--- config.mk ---
export PLATFORM = sky130hd
export DESIGN_NAME = knn_select
export DESIGN_NICKNAME = d
export VERILOG_FILES = /design/src/rtl/knn_select.sv
export SDC_FILE = /design/constraint.sdc
export NUM_CORES = 1
export LEC_CHECK = 0
export ABC_AREA = 1
export BUFFER_PORTS_ARGS = -buffer_cell sky130_fd_sc_hd__clkbuf_2
export CAP_MARGIN = 5
export CORE_MARGIN = 2
export CORE_UTILIZATION = 60
export CTS_BUF_LIST = sky130_fd_sc_hd__clkbuf_8
export DETAILED_ROUTE_END_ITERATION = 8
export MAX_ROUTING_LAYER = met4
export PLACE_DENSITY_LB_ADDON = 0.12
export SYNTH_ARGS = -nofsm -noshare
export SYNTH_HDL_FRONTEND = slang
export SYNTH_SLANG_ARGS = --single-unit
--- constraint.sdc ---
create_clock -name clk -period 4.15 [get_ports clk]
set_input_delay 0.2075 -clock clk [delete_from_list [all_inputs] [get_ports clk]]
set_output_delay 0.2075 -clock clk [all_outputs]
set_load 0.005 [all_outputs]
--- src/rtl/knn_select.sv ---
// knn_select: keeps the K smallest column distance sums of a frame
// in ascending order, then streams them out nearest-first.
module knn_select #(
  parameter int SUM_LEN = 10,
  parameter int IDX_LEN = 8,
  parameter int K       = 4
) (
  input  logic               clk,
  input  logic               rst_n,
  input  logic [SUM_LEN-1:0] inS,
  input  logic [IDX_LEN-1:0] inIdx,
  input  logic               in_vld,
  input  logic               in_last,
  output logic               in_rdy,
  output logic [SUM_LEN-1:0] outS,
  output logic [IDX_LEN-1:0] outIdx,
  output logic               out_vld,
  output logic               out_last,
  input  logic               out_rdy
);

  localparam int CW = $clog2(K + 1);

  typedef enum logic {
    COLLECT = 1'b0,
    DRAIN   = 1'b1
  } state_t;

  state_t state_q, state_d;

  logic [CW-1:0] cnt_q, cnt_d;
  logic [CW-1:0] ptr_q, ptr_d;

  logic [SUM_LEN-1:0] s_q [K];
  logic [SUM_LEN-1:0] s_d [K];
  logic [IDX_LEN-1:0] i_q [K];
  logic [IDX_LEN-1:0] i_d [K];

  logic [SUM_LEN-1:0] sh_s [K];
  logic [IDX_LEN-1:0] sh_i [K];

  logic [K-1:0] lt;
  logic [K-1:0] prv;

  logic acc;
  logic take;
  logic last_q;

  assign acc  = in_vld & in_rdy;
  assign take = out_vld & out_rdy;

  // Sorted list plus empty slots losing makes lt monotonic 0..01..1
  always_comb begin
    lt   = '0;
    prv  = '0;
    sh_s = '{default: '0};
    sh_i = '{default: '0};
    for (int j = 0; j < K; j++) begin
      if (CW'(j) < cnt_q) begin
        lt[j] = inS < s_q[j];
      end else begin
        lt[j] = 1'b1;
      end
    end
    for (int j = 1; j < K; j++) begin
      prv[j]  = lt[j-1];
      sh_s[j] = s_q[j-1];
      sh_i[j] = i_q[j-1];
    end
  end

  always_comb begin
    s_d = s_q;
    i_d = i_q;
    for (int j = 0; j < K; j++) begin
      unique case (1'b1)
        acc && lt[j] && !prv[j]: begin
          s_d[j] = inS;
          i_d[j] = inIdx;
        end
        acc && lt[j] && prv[j]: begin
          s_d[j] = sh_s[j];
          i_d[j] = sh_i[j];
        end
        default: ;
      endcase
    end
  end

  always_comb begin
    state_d = state_q;
    cnt_d   = cnt_q;
    ptr_d   = ptr_q;
    unique case (state_q)
      COLLECT: begin
        if (acc) begin
          if (cnt_q != CW'(K)) begin
            cnt_d = cnt_q + CW'(1);
          end
          if (in_last) begin
            state_d = DRAIN;
            ptr_d   = '0;
          end
        end
      end
      DRAIN: begin
        if (take) begin
          if (last_q) begin
            state_d = COLLECT;
            cnt_d   = '0;
            ptr_d   = '0;
          end else begin
            ptr_d = ptr_q + CW'(1);
          end
        end
      end
      default: state_d = COLLECT;
    endcase
  end

  always_ff @(posedge clk) begin
    if (!rst_n) begin
      state_q <= COLLECT;
      cnt_q   <= '0;
      ptr_q   <= '0;
      s_q     <= '{default: '0};
      i_q     <= '{default: '0};
    end else begin
      state_q <= state_d;
      cnt_q   <= cnt_d;
      ptr_q   <= ptr_d;
      s_q     <= s_d;
      i_q     <= i_d;
    end
  end

  assign last_q  = ptr_q == (cnt_q - CW'(1));
  assign in_rdy  = state_q == COLLECT;
  assign out_vld = state_q == DRAIN;

  always_comb begin
    outS     = '0;
    outIdx   = '0;
    out_last = 1'b0;
    if (out_vld) begin
      out_last = last_q;
      for (int j = 0; j < K; j++) begin
        if (ptr_q == CW'(j)) begin
          outS   = s_q[j];
          outIdx = i_q[j];
        end
      end
    end
  end

endmodule

# After elaboration in Yosys (flattened, before gate mapping)
# Cells that the tools add are included.
word_totals:
  inputBits: 23
  elab_cells: 90
  output_inout_bits: 21
  ff_bits: 79
classes:
  order_cmp: 8
  n_reduce_logical: 19
  mux: 36
  eq_ne: 10
  addsub: 3
  n_bitwise: 3
op_table:
  columns: ["op", "count"]
  rows:
  - ["$pmux 10 s2", 3]
  - ["$mux 10", 5]
  - ["$pmux 8 s2", 3]
  - ["$lt 10x10->1", 4]
  - ["$mux 8", 5]
  - ["$mux 3", 8]
  - ["$pmux 3 s2", 2]
  - ["$logic_and 1x1->1", 10]
  - ["$mux 1", 9]
  - ["$ne 2x1->1 const B", 4]
  - ["$add 3x1->3 const B", 2]
  - ["$eq 3x2->1 const B", 2]
  - ["$lt 1x3->1 const A", 2]
  - ["$lt 2x3->1 const A", 2]
  - ["$reduce_bool 2->1", 3]
  - ["$reduce_and 4->1", 1]
  - ["$eq 3x1->1 const B", 1]
  - ["$eq 3x3->1", 1]
  - ["$logic_not 1->1", 3]
  - ["$logic_not 3->1", 1]
  - ["$ne 3x3->1 const B", 1]
  - ["$reduce_and 3->1", 1]
  - ["$sub 3x1->3 const B", 1]
  - ["$and 1x1->1", 2]
  - ["other kinds (3)", 3]

# Longest topological paths before layout
# Gate-level depths: netlist of the first run.
depth:
  depth_word: 6
  mapped_depth: 15
  ltp_nobuf: 14

# Worst setup path before layout of the first run
# No wires, ideal clock.
synth_timing:
  path_type: "flip-flop to output port"
  from: "reg ptr_q[1]"
  to: "out outS[7]"
  t_required_ps: 3943
  arrival_time_ps: 1498
  slack_ps: 2444
  path_buffers: 1
  path_stages_with_launch: 9
  path_cell_list: "dfxtp_1 > inv_1 > ha_1 > inv_2 > clkbuf_1 > nand3_1 > o211ai_1 > a21oi_1 > a211oi_1"
synth_via:
  elab_chain_cells: 6
  elab_cells_between_ends: 9
  cone_classes: "3 x eq/ne; 5 x mux; 1 x reduce/logical"
synth_lines:
  columns: ["element", "line_no", "text"]
  rows:
  - ["from (decl)", "32", "logic [CW-1:0] ptr_q, ptr_d;"]
  - ["from (signal assigned)", "131", "ptr_q <= ptr_d;"]
  - ["$logic_not 3->1", "148", "if (ptr_q == CW'(j)) begin"]
  - ["$mux 10 (3 in a row)", "148", null]
  - ["$mux 10 *", "148", null]
  - ["$mux 10 *", "145", "if (out_vld) begin"]
  - ["to (decl)", "15", "output logic [SUM_LEN-1:0] outS,"]
# Mark *: on every way between the ends. The rest lies on a longest branch, timed or not.

# Worst setup path after layout of the first run
layout_timing:
  from: "reg ptr_q[1]"
  to: "out outS[8]"
# The elaborated chain is that of the path after synthesis.

==> metrics.txt, run 1 <==
WL met1=7.39 mm; first-pass GRT wire length=26.0 mm; max-slew violations=0; largest net degree at the start of global routing=47; Synth Net Count=889; Crit path top cell by count=inv_1; async set-or-reset flop fraction in the synthesized netlist=0%; WP data required=between 3 and 4 ns; layout cells sized above 1=10.4%; worst hold slack=around 0.09 ns; switch share=35.8%; Mapped Cells=about 820; DR vias=5463; IO Count=44; top post-synthesis cells by area=dfxtp_1 (29%), nand2_1 (13%), ha_1 (10%); YS warnings=0; Tmin final=2.95 ns; unrepaired setup endpoints after global routing=no; DRT Pass-1 Iters=5; register area=between 1500 and 2000 sq um; Hold EP=out_vld; Synth area leader=dfxtp_1; Peak Freq=roughly 340 MHz; initial core utilization=between 60% and 70%; sequential area share after synthesis=29.4%; area grow syn2layout=6.01%; Hold Crit Start=in_last; Synth top area share=29.4%; final setup skew=0.0128 ns; slowest CP cell=inv_1; most numerous cell in the Yosys netlist=nand2_1; Worst Path Class, Setup=reg -> out; Tcrit/Tclk final=71.0%; Comb power frac=between 20 and 30%; status=completed; die width=98.7 um; Die Ht=98.7 um; max cap viols=0; sequential power share=43.2%; CP arrival=2.74 ns; total power draw=2.04 mW; Pwr Density=approximately 360 nW/um^2; core area=a little under 9000 sq um; met3 routed WL=1.35 mm; Congestion Overflow GR=0; clock root cell=clkbuf_8; CTS Buf Count=9; CP Max Fanout=18; reg-to-reg critical path startpoint=s_q[27]; Multi-input gate area=slightly above 3000 sq um; R2R setup slack=around 1.2 ns; Yosys cell types=33; Crit. End Element=output port; Detailed Route WL=16.2 mm; worst hold path class=in -> reg; Hold Crit Depth=3; CTS Sinks=79; clk slew on worst S/H paths=roughly 0.080 ns; Top Layer Used=met4; Leak Pwr=2.65 nW; Final ANT Viol Nets=0; initial antenna violation count=0; CP bufs+invs=4; CP Cell Sequence=inv_1 -> ha_1 -> inv_2 -> nor2_2 -> inv_1 -> o21ai_0 -> a311oi_1 -> a211oi_1 -> clkbuf_2; CP top delay family=buffers and inverters; synthesized flop and latch total=79; DRC violations left=0; CTS tree=yes; reg2reg path depth=11; gpl congestion=0.927; vias per cell=5.76; port buffer count=43; Int Power=roughly 1.3 mW; peak supply drop=~0.24 mV; top cells by count, synth=nand2_1 (193), inv_1 (104), a21oi_1 (101); DIE AREA=9730 sq um; clk_lat worst skew=roughly 0.37 ns; Avg Inst Size Synth=6.55 sq um; setup TNS=0 ns; GRT Util Overall=34.7%; CTS resizes=0; top_reg_cell synth=dfxtp_1; vias in the first global route=5096; Layout Nets=904; P_sw=0.732 mW; mapped cell area=5380 sq um; Post-synth EDFFs=0; worst rel slew slack=33.0%; Post-CTS Setup Repair Bufs=0; critical path's largest stage delay=0.48 ns; critical path launch point type=flip-flop; Row Count=34; post-DP HPWL=between 10 and 15 mm; fillers=828; CTS Hold Bufs=0; clock share of power=29.1%; Setup Viol. Count Final=0; # diodes=0; CP startpoint=ptr_q[1]; Worst-Margin Slew=1.00 ns; final hold viol count=0; Worst R2R End=s_q[13]; drt initial violations=448; clk buf depth=2; number of H-tree levels=3; post-DR wirelength/cell=17.1 um; routed wl met2=roughly 7.2 mm
==> cell families (layout without fill, tap and decap cells) <==
kind of cell	count (synthesis)	in the layout	synth area share, %
flip-flops	79	79	29.4
AND/OR/NAND/NOR	323	323	25.4
buffers and inverters	160	179	13.0
XOR/XNOR	3	3	0.629
adder cells (fa/ha/maj)	45	45	10.5
AO/OA/AOI/OAI	211	211	21.1
==> per-layer routing <==
| layer | global-route usage (%) | vias to the layer above |
|---|---|---|
| met2 | 52.5 | 224 |
| met1 | 48.6 | 2507 |
| met3 | 4.47 | 28 |
| met5 | - | - |
| li1 | - | 2704 |
| met4 | 10.9 | 0 |
==> final cells by class <==
| class | count | share of cell area (%) |
|---|---|---|
| clock inverter | 5 | 0.988 |
| inverter | 116 | 7.69 |
| clock buffer | 10 | 2.42 |
| timing repair buffer | 48 | 4.44 |
| tap | 108 | 2.37 |
| sequential | 79 | 27.8 |
| multi-input combinational | 582 | 54.3 |
==> cell usage in the layout, fill, tap and decap left out, types with 5 or more instances in the layout <==
cell        n
inv_1     104
clkbuf_2   43
ha_1       45
o211ai_1   13
nand4_1    10
inv_2      10
nor2_1     61
dfxtp_1    79
buf_4       5
o21ai_0    79
nand2_1   193
nand3_1    39
clkbuf_8   10
nand3b_1    9
a21oi_1   101
a211oi_1    9
==> how the worst max path moves through the flow <==
| stage | endpoint | slack (ns) | cells after the start |
|---|---|---|---|
| 2_1_floorplan | outS[7] | 2.44 | 8 |
| 3_3_place_gp | i_q[9] | 1.48 | 10 |
| 3_5_place_dp | s_q[15] | 1.30 | 11 |
| 4_1_cts | outS[8] | 1.27 | 9 |
| 5_1_grt | i_q[9] | 1.06 | 11 |
| 6_report | outS[8] | 1.20 | 9 |
==> registers in the layout (all words and copies together), names as in the netlist <==
signal and cells:
out_vld 1, s_q 40, i_q 32, ptr_q 3
cnt_q 3
==> worst reg2reg max path, cell delays in order, from the launching register on <==
cell and delay (ns):
dfxtp_1 0.39, inv_1 0.09, ha_1 0.31, nand2_1 0.09, a21oi_1 0.07, nor2_1 0.17, nand3_1 0.10, nand2_1 0.44
clkinv_1 0.73, nand2_1 0.23, nand3_1 0.11, a21oi_1 0.13
==> stage by stage <==
step                cells  utilization (%)  instance area, sq um  setup WS, ns
floorplan             821                -                  5380          2.44
detailed placement    933             63.1                  5500          1.30
CTS                   948             65.3                  5700          1.27
finish                948             65.3                  5700          1.20
global route          948             65.3                  5700          1.06
global placement      933             63.1                  5500          1.48
==> power groups by stage <==
stage                     clock, mW  sequential, mW  combinational [mW]
after floorplan                   0           0.881               0.424
after global placement            0           0.894               0.538
after detailed placement          0           0.897               0.555
after CTS                     0.595           0.880               0.558
after global routing          0.621           0.890               0.643
final                         0.594           0.882               0.568
No activity file was read; power rests on OpenSTA's default activity.
==> run 2: changes to the inputs <==
- ABC_AREA: 1 -> 0
- clock period: 4.15 -> 2.8 ns (I/O delays scaled with it)
==> run 2 against run 1 <==
  * Design area is 3.5% lower
  * Wire length is 22% lower
  * Clock skew is 0.0031 ns higher
  * First-iteration DRC count is 1.1% higher
  * Non-clock buffer count is 13 higher
  * Critical path type unchanged
  * Global-route usage is 4.1 points lower
  * Sequential power is 51% higher
  * Hold slack worse by 0.059 ns
  * Clock-buffer cell count is 1 lower
  * Sequential cell count stayed put
==> metrics.txt, run 2 <==
synthesized flop and latch total=79; Layout Nets=695; Yosys cell types=43; unrepaired setup endpoints after global routing=no; Worst Path Class, Setup=reg -> out; CTS Sinks=79; Placed Cells=721; most frequent cells in the layout=a21oi_1 (85), dfxtp_1 (79), mux2i_1 (71); most common cell after layout, fill and taps aside=a21oi_1; post-DR wirelength/cell=17.2 um; Tmin final=around 2.5 ns; IO Count=44; area grow syn2layout=10.2%; GRT Util Overall=30.6%; clk buf depth=2; CTS Hold Bufs=0; vias in the first global route=4157; Detailed Route WL=12.7 mm; Post-CTS Setup Repair Bufs=0; mapped cell area=~5000 sq um; worst hold slack=0.0317 ns; Synth area leader=dfxtp_1; Congestion Overflow GR=0; WP data required=between 2 and 3 ns; setup TNS=0 ns; Post-synth EDFFs=0; peak supply drop=0.359 mV; DR vias=roughly 4500; Pwr Density=roughly 520 nW/um^2; post-DP HPWL=roughly 8.4 mm; Hold Crit Depth=3; fin area=5500 sq um; Final ANT Viol Nets=0; Avg Inst Size Synth=between 8 and 9 sq um; clk slew on worst S/H paths=0.09 ns; Biggest register=s_q; Int Power=around 1.9 mW; clock share of power=~28%; total power draw=around 2.9 mW; critical path launch point type=flip-flop; CP arrival=2.33 ns; port buffer count=43; Tcrit/Tclk final=around 88%; Non-Filler Instances=737; Crit. End Element=output port; top_reg_cell synth=dfxtp_1; number of flip-flops under the largest register name=40; clock root cell=clkbuf_8; gpl congestion=a little under 0.9; largest net degree at the start of global routing=79; CP Max Fanout=18; Leak Pwr=2.38 nW; reg2reg path depth=9; core area=8130 sq um; final setup skew=around 0.016 ns; CTS Buf Count=9; reg-to-reg critical path startpoint=s_q[23]; R2R setup slack=0.46 ns; die width=95.2 um; Row Count=33; drt initial violations=around 450; number of H-tree levels=3; layout cells sized above 1=13.8%; DIE AREA=9060 sq um; pre-CTS setup slack=0.497 ns; initial core utilization=61.3%; top cells by count, synth=a21oi_1 (86), dfxtp_1 (79), mux2i_1 (71); Die Ht=approximately 95 um; most numerous cell in the Yosys netlist=a21oi_1; P_sw=0.992 mW; worst rel slew slack=41.9%; vias per cell=6.12; Hold Crit Start=in_last; status=completed; Comb power frac=25.9%; YS warnings=0; first-pass GRT wire length=20.9 mm; top post-synthesis cells by area=dfxtp_1 (32%), mux2i_1 (14%), ha_1 (11%); sequential area share after synthesis=31.7%; sequential power share=46.3%; switch share=34.4%; CTS tree=yes; final hold viol count=0; worst hold path class=in -> reg; max cap viols=0; DRC violations left=0; Mapped Cells=between 500 and 600; Worst R2R End=s_q[17]; Synth top area share=31.7%; max-slew violations=0; Worst-Margin Slew=0.871 ns; DRT Pass-1 Iters=9; Setup Viol. Count Final=0; top flop regs=s_q x40, i_q x32; final worst setup slack=~0.33 ns; # diodes=0; CTS resizes=0; async set-or-reset flop fraction in the synthesized netlist=0%; Synth Net Count=between 600 and 700; Peak Freq=405 MHz; clk_lat worst skew=about 0.37 ns; Placed Instance Area=5310 sq um; Hold EP=out_vld; initial antenna violation count=0; final core utilization=67.6%
## run 2: cell count changes after synthesis, moves of 9 or more
cell | previous run | this run
a21oi_1 | 101 | 86
a222oi_1 | 0 | 18
clkbuf_1 | 16 | 27
inv_1 | 104 | 44
inv_2 | 10 | 0
mux2i_1 | 0 | 71
nand2_1 | 193 | 14
nand3_1 | 39 | 3
nand3b_1 | 9 | 0
nor2_1 | 61 | 42
nor2b_1 | 0 | 24
nor3_1 | 0 | 22
o211ai_1 | 13 | 1
o21ai_0 | 79 | 62
## run 2: layout make-up
type                       count  area, sq um
multi-input combinational    432         3060
fill                         719         2640
sequential                    79         1580
timing repair buffer          61          375
inverter                      44          165
tap                          105          131
clock buffer                   9          124
clock inverter                 7         56.3
## run 2: cells by family after synthesis
kind of cell,after synthesis,share of synthesized area [%]
AOI/OAI and AO/OA,194,23.0
and+or+nand+nor,117,11.5
buffers and inverters,85,7.42
DFF,79,31.7
muxes,71,14.2
adders and majority gates,45,11.3
xor gates and xnor gates,5,0.878
## run 2: per-layer routing
metal  track usage (%)  wire (um)  up-vias
met2              48.1       6010      163
li1                  -          -     2199
met3              3.08        791       23
met4              11.2        255        0
met5                 -          0        -
met1              41.0       5620     2127
## run 2: critical path: stages (launching register included)
cell and delay [ns]:
dfxtp_1 0.46, inv_1 0.11, ha_1 0.21, nor3b_2 0.16
buf_4 0.22, a222oi_1 0.38, nor3_1 0.09, a21oi_1 0.12
nor2_1 0.05, clkbuf_2 0.15
## run 2: how the worst max path moves through the flow
| stage | startpoint | to | slack (ns) |
|---|---|---|---|
| 3_3_place_gp | s_q[23] | s_q[17] | 0.56 |
| 4_1_cts | ptr_q[0] | outS[9] | 0.19 |
| 3_5_place_dp | s_q[23] | s_q[18] | 0.50 |
| 6_report | ptr_q[0] | outS[8] | 0.33 |
| 5_1_grt | ptr_q[0] | outS[7] | 0.15 |
| 2_1_floorplan | s_q[17] | s_q[1] | 0.70 |
## run 2: power groups by stage
stage / Sequential (mW) / Combinational (mW) / Clock, mW
6_report: 1.33 / 0.745 / 0.801
5_1_grt: 1.35 / 0.839 / 0.856
4_1_cts: 1.33 / 0.743 / 0.807
3_5_place_dp: 1.36 / 0.737 / 0
3_3_place_gp: 1.35 / 0.711 / 0
2_1_floorplan: 1.33 / 0.552 / 0
